`src/rtl/mem_stage_if.sv`:
```
// Data-memory request/response channel between the MEM stage (master) and memory (slave).
interface mem_stage_if #(
    parameter int DATA_W = 16
);
    logic              dmem_req;
    logic              dmem_we;
    logic [DATA_W-1:0] dmem_addr;
    logic [DATA_W-1:0] dmem_wdata;
    logic [DATA_W-1:0] dmem_rdata;
    logic              dmem_ready;

    modport master (
        output dmem_req, dmem_we, dmem_addr, dmem_wdata,
        input  dmem_rdata, dmem_ready
    );
    modport slave (
        input  dmem_req, dmem_we, dmem_addr, dmem_wdata,
        output dmem_rdata, dmem_ready
    );
endinterface

```
`src/rtl/mem_stage.sv`:
```
// microRISC memory-access stage: EX/MEM and MEM/WB registers, data-memory handshake,
// upstream stall generation and the two forwarding sources for the execute stage.
module mem_stage #(
    parameter int DATA_W  = 16,
    parameter int RADDR_W = 3
) (
    input  logic               clk,
    input  logic               rst_n,
    input  logic               ex_valid,
    input  logic [DATA_W-1:0]  ex_alu_result,
    input  logic [DATA_W-1:0]  ex_store_data,
    input  logic [RADDR_W-1:0] ex_write_reg_addr,
    input  logic               ex_reg_write,
    input  logic               ex_mem_read,
    input  logic               ex_mem_write,
    input  logic               ex_mem_to_reg,
    output logic               mem_stall,
    mem_stage_if.master        dmem,
    output logic [DATA_W-1:0]  mem_forward_data,
    output logic [RADDR_W-1:0] mem_write_reg_addr,
    output logic               mem_reg_write,
    output logic               wb_valid,
    output logic               wb_reg_write,
    output logic [RADDR_W-1:0] wb_write_reg_addr,
    output logic [DATA_W-1:0]  wb_write_data,
    output logic [DATA_W-1:0]  wb_forward_data,
    output logic [15:0]        stall_count
);
    typedef struct packed {
        logic               valid;
        logic [DATA_W-1:0]  alu_result;
        logic [DATA_W-1:0]  store_data;
        logic [RADDR_W-1:0] write_reg_addr;
        logic               reg_write;
        logic               mem_read;
        logic               mem_write;
        logic               mem_to_reg;
    } exmem_t;

    typedef enum logic {IDLE, BUSY} state_t;

    exmem_t            ex_in, m;
    state_t            state, state_nxt;
    logic              m_op;
    logic [DATA_W-1:0] wb_data_nxt;

    assign ex_in = '{valid: ex_valid, alu_result: ex_alu_result, store_data: ex_store_data,
                     write_reg_addr: ex_write_reg_addr, reg_write: ex_reg_write,
                     mem_read: ex_mem_read, mem_write: ex_mem_write, mem_to_reg: ex_mem_to_reg};

    // Read wins when both read and write are set, so a malformed op is never a store.
    assign m_op            = m.valid & (m.mem_read | m.mem_write);
    assign mem_stall       = m_op & ~dmem.dmem_ready;
    assign dmem.dmem_req   = m_op;
    assign dmem.dmem_we    = m.mem_write & ~m.mem_read;
    assign dmem.dmem_addr  = m.alu_result;
    assign dmem.dmem_wdata = m.store_data;

    assign mem_forward_data   = m.alu_result;
    assign mem_write_reg_addr = m.write_reg_addr;
    assign mem_reg_write      = m.valid & m.reg_write & ~m.mem_read;
    assign wb_forward_data    = wb_write_data;

    assign wb_data_nxt = (m.mem_read && m.mem_to_reg) ? dmem.dmem_rdata : m.alu_result;

    always_ff @(posedge clk or negedge rst_n) begin
        if (!rst_n)         m <= '0;
        else if (!mem_stall) m <= ex_in;
    end

    // A stalled cycle injects a bubble into WB but leaves the data fields alone.
    always_ff @(posedge clk or negedge rst_n) begin
        if (!rst_n) begin
            wb_valid          <= 1'b0;
            wb_reg_write      <= 1'b0;
            wb_write_reg_addr <= '0;
            wb_write_data     <= '0;
        end else if (mem_stall) begin
            wb_valid          <= 1'b0;
            wb_reg_write      <= 1'b0;
        end else begin
            wb_valid          <= m.valid;
            wb_reg_write      <= m.valid & m.reg_write;
            wb_write_reg_addr <= m.write_reg_addr;
            wb_write_data     <= wb_data_nxt;
        end
    end

    always_ff @(posedge clk or negedge rst_n) begin
        if (!rst_n) state <= IDLE;
        else        state <= state_nxt;
    end

    always_comb begin
        state_nxt = state;
        case (state)
            IDLE:    if (m_op && !dmem.dmem_ready) state_nxt = BUSY;
            BUSY:    if (dmem.dmem_ready)          state_nxt = IDLE;
            default: state_nxt = IDLE;
        endcase
    end

    always_ff @(posedge clk or negedge rst_n) begin
        if (!rst_n)                          stall_count <= '0;
        else if (mem_stall && stall_count != 16'hFFFF) stall_count <= stall_count + 16'd1;
    end

    // BUSY always means the request held in EX/MEM is still outstanding.
    busy_has_op: assert property (@(posedge clk) disable iff (!rst_n) (state == BUSY) |-> m_op);
endmodule

```
`src/flat_wrapper.sv`:
```
// flat-port wrapper written by rule: the top's interface ports become plain ports
module mem_stage_flat 
#(
    parameter int DATA_W  = 16,
    parameter int RADDR_W = 3
)
  (clk, rst_n, ex_valid, ex_alu_result, ex_store_data, ex_write_reg_addr, ex_reg_write, ex_mem_read, ex_mem_write, ex_mem_to_reg, mem_stall, mem_forward_data, mem_write_reg_addr, mem_reg_write, wb_valid, wb_reg_write, wb_write_reg_addr, wb_write_data, wb_forward_data, stall_count, dmem_dmem_req, dmem_dmem_we, dmem_dmem_addr, dmem_dmem_wdata, dmem_dmem_rdata, dmem_dmem_ready);
  mem_stage_if #(.DATA_W(DATA_W)) dmem_i ();
  input  logic clk;
  input  logic rst_n;
  input  logic ex_valid;
  input  logic [DATA_W-1:0] ex_alu_result;
  input  logic [DATA_W-1:0] ex_store_data;
  input  logic [RADDR_W-1:0] ex_write_reg_addr;
  input  logic ex_reg_write;
  input  logic ex_mem_read;
  input  logic ex_mem_write;
  input  logic ex_mem_to_reg;
  output logic mem_stall;
  output logic [DATA_W-1:0] mem_forward_data;
  output logic [RADDR_W-1:0] mem_write_reg_addr;
  output logic mem_reg_write;
  output logic wb_valid;
  output logic wb_reg_write;
  output logic [RADDR_W-1:0] wb_write_reg_addr;
  output logic [DATA_W-1:0] wb_write_data;
  output logic [DATA_W-1:0] wb_forward_data;
  output logic [15:0] stall_count;
  output wire logic [$bits(dmem_i.dmem_req)-1:0] dmem_dmem_req;
  output wire logic [$bits(dmem_i.dmem_we)-1:0] dmem_dmem_we;
  output wire logic [$bits(dmem_i.dmem_addr)-1:0] dmem_dmem_addr;
  output wire logic [$bits(dmem_i.dmem_wdata)-1:0] dmem_dmem_wdata;
  input wire logic [$bits(dmem_i.dmem_rdata)-1:0] dmem_dmem_rdata;
  input wire logic [$bits(dmem_i.dmem_ready)-1:0] dmem_dmem_ready;
  assign dmem_dmem_req = dmem_i.dmem_req;
  assign dmem_dmem_we = dmem_i.dmem_we;
  assign dmem_dmem_addr = dmem_i.dmem_addr;
  assign dmem_dmem_wdata = dmem_i.dmem_wdata;
  assign dmem_i.dmem_rdata = dmem_dmem_rdata;
  assign dmem_i.dmem_ready = dmem_dmem_ready;
  mem_stage #(.DATA_W(DATA_W), .RADDR_W(RADDR_W)) u_core (.clk(clk), .rst_n(rst_n), .ex_valid(ex_valid), .ex_alu_result(ex_alu_result), .ex_store_data(ex_store_data), .ex_write_reg_addr(ex_write_reg_addr), .ex_reg_write(ex_reg_write), .ex_mem_read(ex_mem_read), .ex_mem_write(ex_mem_write), .ex_mem_to_reg(ex_mem_to_reg), .mem_stall(mem_stall), .dmem(dmem_i), .mem_forward_data(mem_forward_data), .mem_write_reg_addr(mem_write_reg_addr), .mem_reg_write(mem_reg_write), .wb_valid(wb_valid), .wb_reg_write(wb_reg_write), .wb_write_reg_addr(wb_write_reg_addr), .wb_write_data(wb_write_data), .wb_forward_data(wb_forward_data), .stall_count(stall_count));
endmodule
```
`config.mk`:
```
export PLATFORM = sky130hd
export DESIGN_NAME = mem_stage_flat
export DESIGN_NICKNAME = d
export VERILOG_FILES = /design/src/rtl/mem_stage_if.sv /design/src/rtl/mem_stage.sv /design/src/flat_wrapper.sv
export SDC_FILE = /design/constraint.sdc
export NUM_CORES = 1
export LEC_CHECK = 0
export ABC_AREA = 1
export BUFFER_PORTS_ARGS = -buffer_cell sky130_fd_sc_hd__clkbuf_2
export CAP_MARGIN = 20
export CORE_MARGIN = 8
export CORE_UTILIZATION = 35
export DETAILED_ROUTE_END_ITERATION = 7
export GPL_ROUTABILITY_DRIVEN = 0
export GPL_TIMING_DRIVEN = 0
export HOLD_SLACK_MARGIN = 0.08
export PLACE_DENSITY = 0.57
export SYNTH_ARGS = -nofsm -noshare
export SYNTH_HDL_FRONTEND = slang
export SYNTH_SLANG_ARGS = --single-unit
export TNS_END_PERCENT = 30
```
`constraint.sdc`:
```
create_clock -name clk -period 1.7 [get_ports clk]
set_clock_uncertainty 0.05 [all_clocks]
set_input_delay 0.34 -clock clk [delete_from_list [all_inputs] [get_ports clk]]
set_output_delay 0.34 -clock clk [all_outputs]
set_load 0.05 [all_outputs]
```
==> results of run 1 <==
flip-flops by register name, summed over array words and instances, names as in the netlist:
signal / cells
u_core.dmem.dmem_wdata: 16
u_core.wb_write_reg_addr: 3
u_core.wb_reg_write: 1
u_core.wb_valid: 1
u_core.mem_write_reg_addr: 3
u_core.wb_forward_data: 16
u_core.stall_count: 16
u_core.dmem.dmem_addr: 16
u_core.m: 5
layout make-up:
cell class                      instances  area share [%]
Clock inverter                          5           0.912
Multi-Input combinational cell        311            26.3
Clock buffer                           11            4.43
Buffer                                 84            11.5
Sequential cell                        77            35.2
Inverter                               20            1.51
Timing Repair Buffer                  173            16.9
Tap cell                              143            3.26
cells in the mapped netlist:
library cell	instances
a21oi_1	1
a31oi_1	15
buf_2	9
buf_4	72
buf_6	2
clkbuf_1	3
dfrtp_1	77
ha_1	1
inv_1	17
inv_2	3
nand2_1	196
nand2_2	5
nand3_1	23
nand3_2	1
nand3_4	1
nand3b_1	2
nand4_1	6
nand4_4	1
nor2_1	30
nor2_2	2
nor2_4	5
nor3_1	1
o21ai_0	9
o21ai_1	3
o21ai_2	4
or2_2	1
xnor2_1	4
path summary, 6_finish.rpt:
path | startpoint | end | slack [ns] | depth (start not counted)
setup / recovery | u_core.m[2] | mem_reg_write | 0.08 | 3
min in group asynchronous | rst_n | u_core.dmem.dmem_addr[7] | 0.52 | 2
hold reg to reg | u_core.dmem.dmem_wdata[6] | u_core.dmem.dmem_wdata[6] | 0.42 | 2
setup reg to reg | u_core.m[2] | u_core.m[2] | 0.16 | 6
hold / removal | ex_alu_result[8] | u_core.dmem.dmem_addr[8] | 0.15 | 3
max in group asynchronous | rst_n | u_core.stall_count[2] | 0.45 | 3
kinds of logic (layout without fill, tap and decap cells):
group,after synthesis,count (layout),share of synthesized area (%)
DFF,77,77,47.7
adders and majority gates,1,1,0.310
and+or+nand+nor,274,274,29.1
AOI/OAI and AO/OA,32,32,4.80
xor gates and xnor gates,4,4,0.867
buffers and inverters,106,293,17.2
metrics by stage:
stage	cells	hold slack [ns]	cell area [um^2]	power (mW)	worst slack, ns
finish	824	0.155	5490	7.39	0.0782
global route	824	0.153	5490	7.78	0.00328
CTS	824	0.144	5470	7.47	-0.00649
detailed placement	804	0.342	5080	5.47	-0.222
global placement	803	0.397	5060	5.42	-0.725
floorplan	494	-0.00559	4050	4.71	-0.0812
critical path: stages, from the launching register on:
cell	delay, ns
dfrtp_1	0.42
clkbuf_16	0.17
nor3_4	0.14
buf_8	0.17
where the power goes:
part	switching, mW	leakage, nW	internal, mW
registers	0.313	0.935	2.12
clock network	0.746	0.149	1.17
logic	2.17	1.91	0.871
routing by layer:
layer	routed length [um]	share of wire (%)
met5	0	0
met4	191	1.6
met3	782	6.6
met2	5880	50
met1	4990	42
timing repair:
item	4_1_cts	5_1_grt
resized for setup	16	5
setup endpoints to repair	4	15
setup buffers	4	1
pin swaps	1	0
cloned	0	0
hold buffers	1	0
endpoints found under the hold margin	37	0
==> results.toml, run 1 <==
[run_status]
outcome = "finished, final reports clean"

[global_routing]
grt_pass1_vias = 3930
grt-busiest-layer = "met2"
grtUsageMet2_pct = 28.2
grt_util_all_layers_pct = 16.4
grt_first_pass_wirelength_mm = 19.7
grt_use_met1_pct = 19.4
use_met3_pct = 4.02
grt_overflow_total = 0
grt_max_degree = 41
antenna_found_initial = 0

[worst_setup_path]
cp_max_fo = 3
path_class = "reg2out"
end_kind = "primary output"
worstPathArrival_ns = 1.23
cp_data_required_time_ns = 1.31
startpoint_type = "flip-flop"

[cells_and_area]
area_growth_pct = 35.8
final_util_pct = 48.5
drive_gt1_share_pct = 43.6
fillers = 1151
fin_nets = 736
multi_input_area_um2 = 1440
layout_commonest_cell = "nand2_1"
layout_common_cells = "nand2_1, clkbuf_2, buf_4"
regArea_um2 = 1930
num_antenna_cells = 0

[synth]
synth_cells = 494
syn_nets = 554
synth_area_per_cell_um2 = 8.18
mappedNetlistArea_um2 = 4040
synth_area_leader_cell = "dfrtp_1"
synth.area.top_cells = "dfrtp_1, nand2_1, buf_4"
synth_top_area_share_pct = 47.7
synth_seq_cells = 77
synth-seq-area-share_pct = 47.7
netlist-cell-type-count = 27
synth_warnings = 0

[clock_tree]
htreeDepth = 3
cts_buffers = 9
tritoncts = "yes"
clk_pin_slew_worst_paths_ns = 0.06
ctsLongestPathBuffers = 2
insertion_delay_ns = 0.33
clock_sinks = 77
root_buffer = "clkbuf_16"

[die]
start_util_pct = 35.7
coreArea_um2 = 11300
die_y_um = 123
io_pins = 167
die-area_um2 = 15200
dieWidth_um = 123
rows = 39

[power_and_ir_drop]
power_density_nw_per_um2 = 1350
power.static_leakage_nw = 3.00
ir_worst_vdd_mv = 0.583

[timing]
drv_slew = 0
relSlewSlack_pct = 62.7
max_freq_mhz = 617
rsz0062_at_grt = "no"
tns_ns = 0
setup_viol_count_final = 0
timing.final.crit_share_pct = 95.4
finalHoldViolations = 0
worst_pin_slew_ns = 0.560
period_minus_slack_ns = 1.62

[route]
antenna_left = 0
wl_per_cell_um = 14.4
drt_iter0_drc = 180
dr_total_vias = 3673
viasPerCell = 4.46
wl_mm = 11.9
drcViolationCount = 0
drt-pass1-iter-count = 4

[job]
max-cap-violations = 0

[placed_design]
numPortBuffers = 166
hpwl_mm = 9.12

[worst_hold_path]
hold_path.class = "in2reg"
Power figures use the tool's default switching activity.
==> inputs of run 2 (changes only) <==
Settings changed: ABC_AREA 1 to default, PLACE_DENSITY 0.57 to default.
==> run 2 against run 1 <==
  * The run now ends with negative setup slack left
  * Critical path type is now reg2reg
  * Power down 9.3%
  * Cell count down 21%
  * Fmax down 9.7%
  * Count of clock-buffer cells in the layout up 2
  * Critical path depth up 1
  * Sequential power down 3%
  * Combinational power down 5%
==> results.toml, run 2 <==
[run_status]
outcome = "complete, but fails checks"
violations = "negative setup slack"

[cells_and_area]
num_antenna_cells = 0
stdcell_count = 648
layout_commonest_cell = "clkbuf_2"
layout_common_cells = "clkbuf_2, buf_4, dfrtp_1"
regArea_um2 = 1950
fillers = 968
fin_nets = 567
multi_input_area_um2 = 1270
area_growth_pct = 43.5
drive_gt1_share_pct = 70.1

[route]
top_layer = "met4"
drcViolationCount = 0
antenna_left = 0
wl_met2_mm = 4.66
dr_wl_met3_um = 769
viasPerCell = 4.41
wl_per_cell_um = 15.4
wl_mm = 9.95
drt_iter0_drc = 58
drt-pass1-iter-count = 4
dr_total_vias = 2860
wl_met1_mm = 4.37

[synth]
synth_area_per_cell_um2 = 12.1
synth_seq_cells = 77
synth.area.top_cells = "dfrtp_1, buf_4, mux2_2"
synth-seq-area-share_pct = 52.4
syn_nets = 365
synthTopCellsByCount = "dfrtp_1, buf_4, mux2_2, nand2_1"
mappedNetlistArea_um2 = 3680
synth_edf_count = 0
ys_async_sr_fraction_pct = 100
ys.flop_type = "dfrtp_1"
synth_cells = 305
synth_area_leader_cell = "dfrtp_1"
synth_top_area_share_pct = 52.4
synth_warnings = 0
netlist-cell-type-count = 32
synth.most_common_cell = "dfrtp_1"

[clock_tree]
tritoncts = "yes"
clk_pin_slew_worst_paths_ns = 0.08
clock_sinks = 77
insertion_delay_ns = 0.35
ctsLongestPathBuffers = 2
htreeDepth = 3
root_buffer = "clkbuf_8"
cts_buffers = 9

[worst_setup_path]
r2r_start = "u_core.stall_count[5]"
r2r-end = "u_core.stall_count[1]"
reg2reg_depth = 4
crit_slowest_cell = "or4_4"
end_kind = "flip-flop"
crit_chain = "nand4_2, or4_4, and2_4, mux2_4"
path_class = "reg2reg"
crit_family = "simple AND/OR/NAND/NOR gates"
cp_max_fo = 5
timing.reg2reg.setup_slack_ns = -0.1
worstPathArrival_ns = 1.98
cp_slowest_stage_delay_ns = 0.61
startpoint_type = "flip-flop"
cp_data_required_time_ns = 1.88
crit_buf_inv = 0

[worst_hold_path]
min_from = "ex_valid"
min_to = "u_core.m[39]"
holdPathStages = 2
hold_path.class = "in2reg"

[die]
io_pins = 167
die-area_um2 = 14100
die_y_um = 119
rows = 37
coreArea_um2 = 10300
dieWidth_um = 119
start_util_pct = 35.8

[global_routing]
grt_util_all_layers_pct = 14.5
grt_pass1_vias = 3084
grt_first_pass_wirelength_mm = 16.4
grt_overflow_total = 0
grt_max_degree = 40
antenna_found_initial = 0

[timing]
fin_hold_ws_ns = 0.153
relSlewSlack_pct = 61.7
drv_slew = 0
setup_ws_ns = -0.0957
worst_pin_slew_ns = 0.575
tns_ns = -0.233
period_minus_slack_ns = 1.80
rsz0062_at_grt = "yes"
timing.final.crit_share_pct = 106
max_freq_mhz = 557
setup_viol_count_final = 3
finalHoldViolations = 0

[placed_design]
dpl.cell_count = 608
hpwl_mm = 7.57
numPortBuffers = 166

[power_and_ir_drop]
power_density_nw_per_um2 = 1270
ir_worst_vdd_mv = 0.982
power.static_leakage_nw = 2.73

[job]
max-cap-violations = 0
run 2: changes by cell type after synthesis, sizes merged, moves of 10 or more:
cell,change
nand3,-17
nor2,-32
mux2i,+16
mux2,+43
a31oi,-15
nand2,-181
inv,-19
buf,-10
run 2: worst max-delay path by stage:
stage	slack (ns)	start	cells after the start	endpoint
after floorplan	-0.34	u_core.stall_count[0]	6	u_core.stall_count[1]
after global placement	-0.72	rst_n	1	u_core.stall_count[0]
after detailed placement	-0.68	u_core.m[2]	4	mem_stall
after CTS	-0.17	u_core.stall_count[5]	5	u_core.stall_count[1]
after global routing	-0.17	u_core.m[2]	4	mem_stall
final	-0.1	u_core.stall_count[5]	4	u_core.stall_count[1]
run 2: routing by layer:
layer  up-vias  GRT usage (%)
met5         -              0
met4         0           5.93
met3        11           5.28
met2       115           23.2
met1      1361           17.5
li1       1373              -
run 2: timing repair:
| item | in CTS | in global routing |
|---|---|---|
| gates resized for setup | 26 | 16 |
| hold endpoints to repair | 38 | 0 |
| setup endpoints to repair | 76 | 44 |
| pin swaps | 2 | 6 |
| hold buffers | 1 | 0 |
| buffers inserted | 10 | 14 |
run 2: area by class of cell:
class	instances	area share, %
flip-flops and latches	77	36.8
clock inverters	3	0.805
clock buffers	13	3.20
well taps	136	3.22
multi-input cells	149	24.1
plain buffers	77	11.0
repair buffers	192	20.8
inverters	1	0.0711
run 2: power by group:
group / leakage (nW) / total (mW) / internal [mW] / switching, mW
registers: 0.901 / 2.36 / 2.11 / 0.249
clock network: 0.106 / 1.45 / 0.797 / 0.657
logic: 1.72 / 2.89 / 0.968 / 1.92
run 2: cell families after synthesis:
| family | share of synthesized area, % |
|---|---|
| flip-flops | 52.4 |
| AND/OR/NAND/NOR | 8.53 |
| multiplexers | 17.6 |
| XOR/XNOR | 3.57 |
| AO/OA/AOI/OAI | 2.31 |
| adder cells (fa/ha/maj) | 0.340 |
| buffers and inverters | 15.3 |
run 2: through the flow:
stage | instance area (um^2) | power, mW | utilization, % | setup slack, ns
after floorplan | 3720 | 4.44 | - | -0.344
after global placement | 4720 | 5.07 | 46.0 | -0.725
after detailed placement | 4750 | 5.10 | 46.2 | -0.678
after CTS | 5140 | 6.75 | 50.0 | -0.165
after global routing | 5280 | 7.06 | 51.4 | -0.171
final | 5280 | 6.70 | 51.4 | -0.0957
==> inputs of run 3 (changes only) <==
Settings changed: SETUP_SLACK_MARGIN from default to 0.5.
==> run 3 against run 2 <==
  * The run ends with negative hold slack, negative setup slack left
  * Largest cell class is now buffers
  * Global-route usage increased by 3.3 points
  * Highest routed layer unchanged
  * First-iteration DRC count increased by 120%
  * Critical path depth up 2
  * Fmax down 4.6%
==> results.toml, run 3 (same netlist as run 2, synthesis figures left out) <==
[worst_setup_path]
cp_max_fo = 2
path_class = "reg2reg"
startpoint = "u_core.stall_count[1]"
reg2reg_depth = 6
cp_data_required_time_ns = 1.87
worstPathArrival_ns = 2.05
r2r_start = "u_core.stall_count[1]"
cp_slowest_stage_delay_ns = 0.49
startpoint_type = "flip-flop"
crit_chain = "ha_4, nand3_2, or4_4, buf_6, and2_4, mux2_4"
crit_slowest_cell = "or4_4"
timing.reg2reg.setup_slack_ns = -0.18
r2r-end = "u_core.stall_count[1]"
end_kind = "flip-flop"

[die]
coreArea_um2 = 10300
dieWidth_um = 119
die-area_um2 = 14100
start_util_pct = 35.8
rows = 37
io_pins = 167
die_y_um = 119

[timing]
timing.final.crit_share_pct = 111
relSlewSlack_pct = 57.3
setup_ws_ns = -0.182
fin_hold_ws_ns = -0.0520
worst_pin_slew_ns = 0.637
drv_slew = 0
max_freq_mhz = 531
period_minus_slack_ns = 1.88
setup_viol_count_final = 20
finalHoldViolations = 36
rsz0062_at_grt = "yes"

[global_routing]
grt_max_degree = 42
antenna_found_initial = 0
grt_overflow_total = 0
grt_first_pass_wirelength_mm = 20.3
grt_util_all_layers_pct = 17.9
grt_pass1_vias = 3611

[power_and_ir_drop]
finalPower_mw = 8.43
power.static_leakage_nw = 3.50
power_density_nw_per_um2 = 1120
ir_worst_vdd_mv = 0.971

[cells_and_area]
layout_commonest_cell = "buf_8"
area_growth_pct = 104
stdcell_count = 664
fin_nets = 585
fillers = 636
layout_common_cells = "buf_8, buf_6, clkbuf_2"
drive_gt1_share_pct = 81.3
num_antenna_cells = 0
regArea_um2 = 1970
multi_input_area_um2 = 1680

[clock_tree]
ctsLongestPathBuffers = 2
root_buffer = "clkbuf_8"
clk_pin_slew_worst_paths_ns = 0.08
cts_buffers = 9
insertion_delay_ns = 0.34
htreeDepth = 3
tritoncts = "yes"
clock_sinks = 77

[route]
drt_iter0_drc = 127
drt-pass1-iter-count = 4
antenna_left = 0
wl_per_cell_um = 19.8
drcViolationCount = 0
wl_mm = 13.2
viasPerCell = 4.72
dr_total_vias = 3135

[placed_design]
post-place-ws_ns = -0.218
hpwl_mm = 7.28
numPortBuffers = 166
dpl.cell_count = 608

[run_status]
violations = "negative hold slack, negative setup slack"
outcome = "complete, but fails checks"

[job]
max-cap-violations = 0

[worst_hold_path]
hold_path.class = "in2async"
run 3: cell count changes in the layout (fill, tap and decap cells not counted), sizes merged:
cell	delta
buf	+107
clkinv	+1
dlygate4sd3	-1
clkbuf	-91
run 3: worst max-delay path by stage:
stage	to	slack, ns	cells past startpoint
2_1_floorplan	u_core.stall_count[1]	-0.34	6
3_3_place_gp	u_core.stall_count[15]	-0.73	1
3_5_place_dp	u_core.stall_count[1]	-0.22	5
4_1_cts	u_core.stall_count[1]	-0.13	6
5_1_grt	u_core.stall_count[1]	-0.21	6
6_report	u_core.stall_count[1]	-0.18	6
run 3: what timing repair did:
action / 4_1_cts / 5_1_grt
endpoints found under the setup margin: 185 / 184
resized for setup: 478 / 74
pin swaps: 25 / 23
cloned: 3 / 2
buffers inserted: 22 / 15
hold endpoints to repair: 36 / 36
run 3: critical path: cells and delay by family, from the launching register on:
kind / cells / cell delay, ns
multiplexers: 1 / 0.29
AND/OR/NAND/NOR: 3 / 0.73
flip-flops: 1 / 0.40
adder cells (fa/ha/maj): 1 / 0.15
buffers and inverters: 1 / 0.14
run 3: stage by stage:
step | util, % | TNS [ns] | instance area, um^2
floorplan | - | -1.37 | 3800
global placement | 46.7 | -49.54 | 4800
detailed placement | 47.0 | -3.88 | 4830
CTS | 69.2 | -0.767 | 7110
global route | 72.9 | -2.89 | 7490
finish | 72.9 | -1.20 | 7490
run 3: final cells by class:
type / instances / share of cell area (%)
Clock buffer: 10 / 1.70
Clock inverter: 4 / 0.684
Inverter: 1 / 0.0501
Sequential cell: 77 / 26.2
Tap cell: 136 / 2.27
Timing Repair Buffer: 209 / 33.6
Multi-Input combinational cell: 149 / 22.4
Buffer: 78 / 13.1
run 3: per-layer routing:
layer | vias up | part of all wire (%) | global-route usage [%]
met5 | - | 0 | 0
met4 | 0 | 0.76 | 4.19
met3 | 11 | 7.9 | 6.85
met2 | 134 | 50 | 30.1
met1 | 1572 | 42 | 21.1
li1 | 1418 | - | -
run 3: power by group:
part           switching, mW  internal [mW]  total [mW]
combinational           2.27           2.33        4.60
sequential             0.389           2.12        2.51
clock                  0.659          0.663        1.32
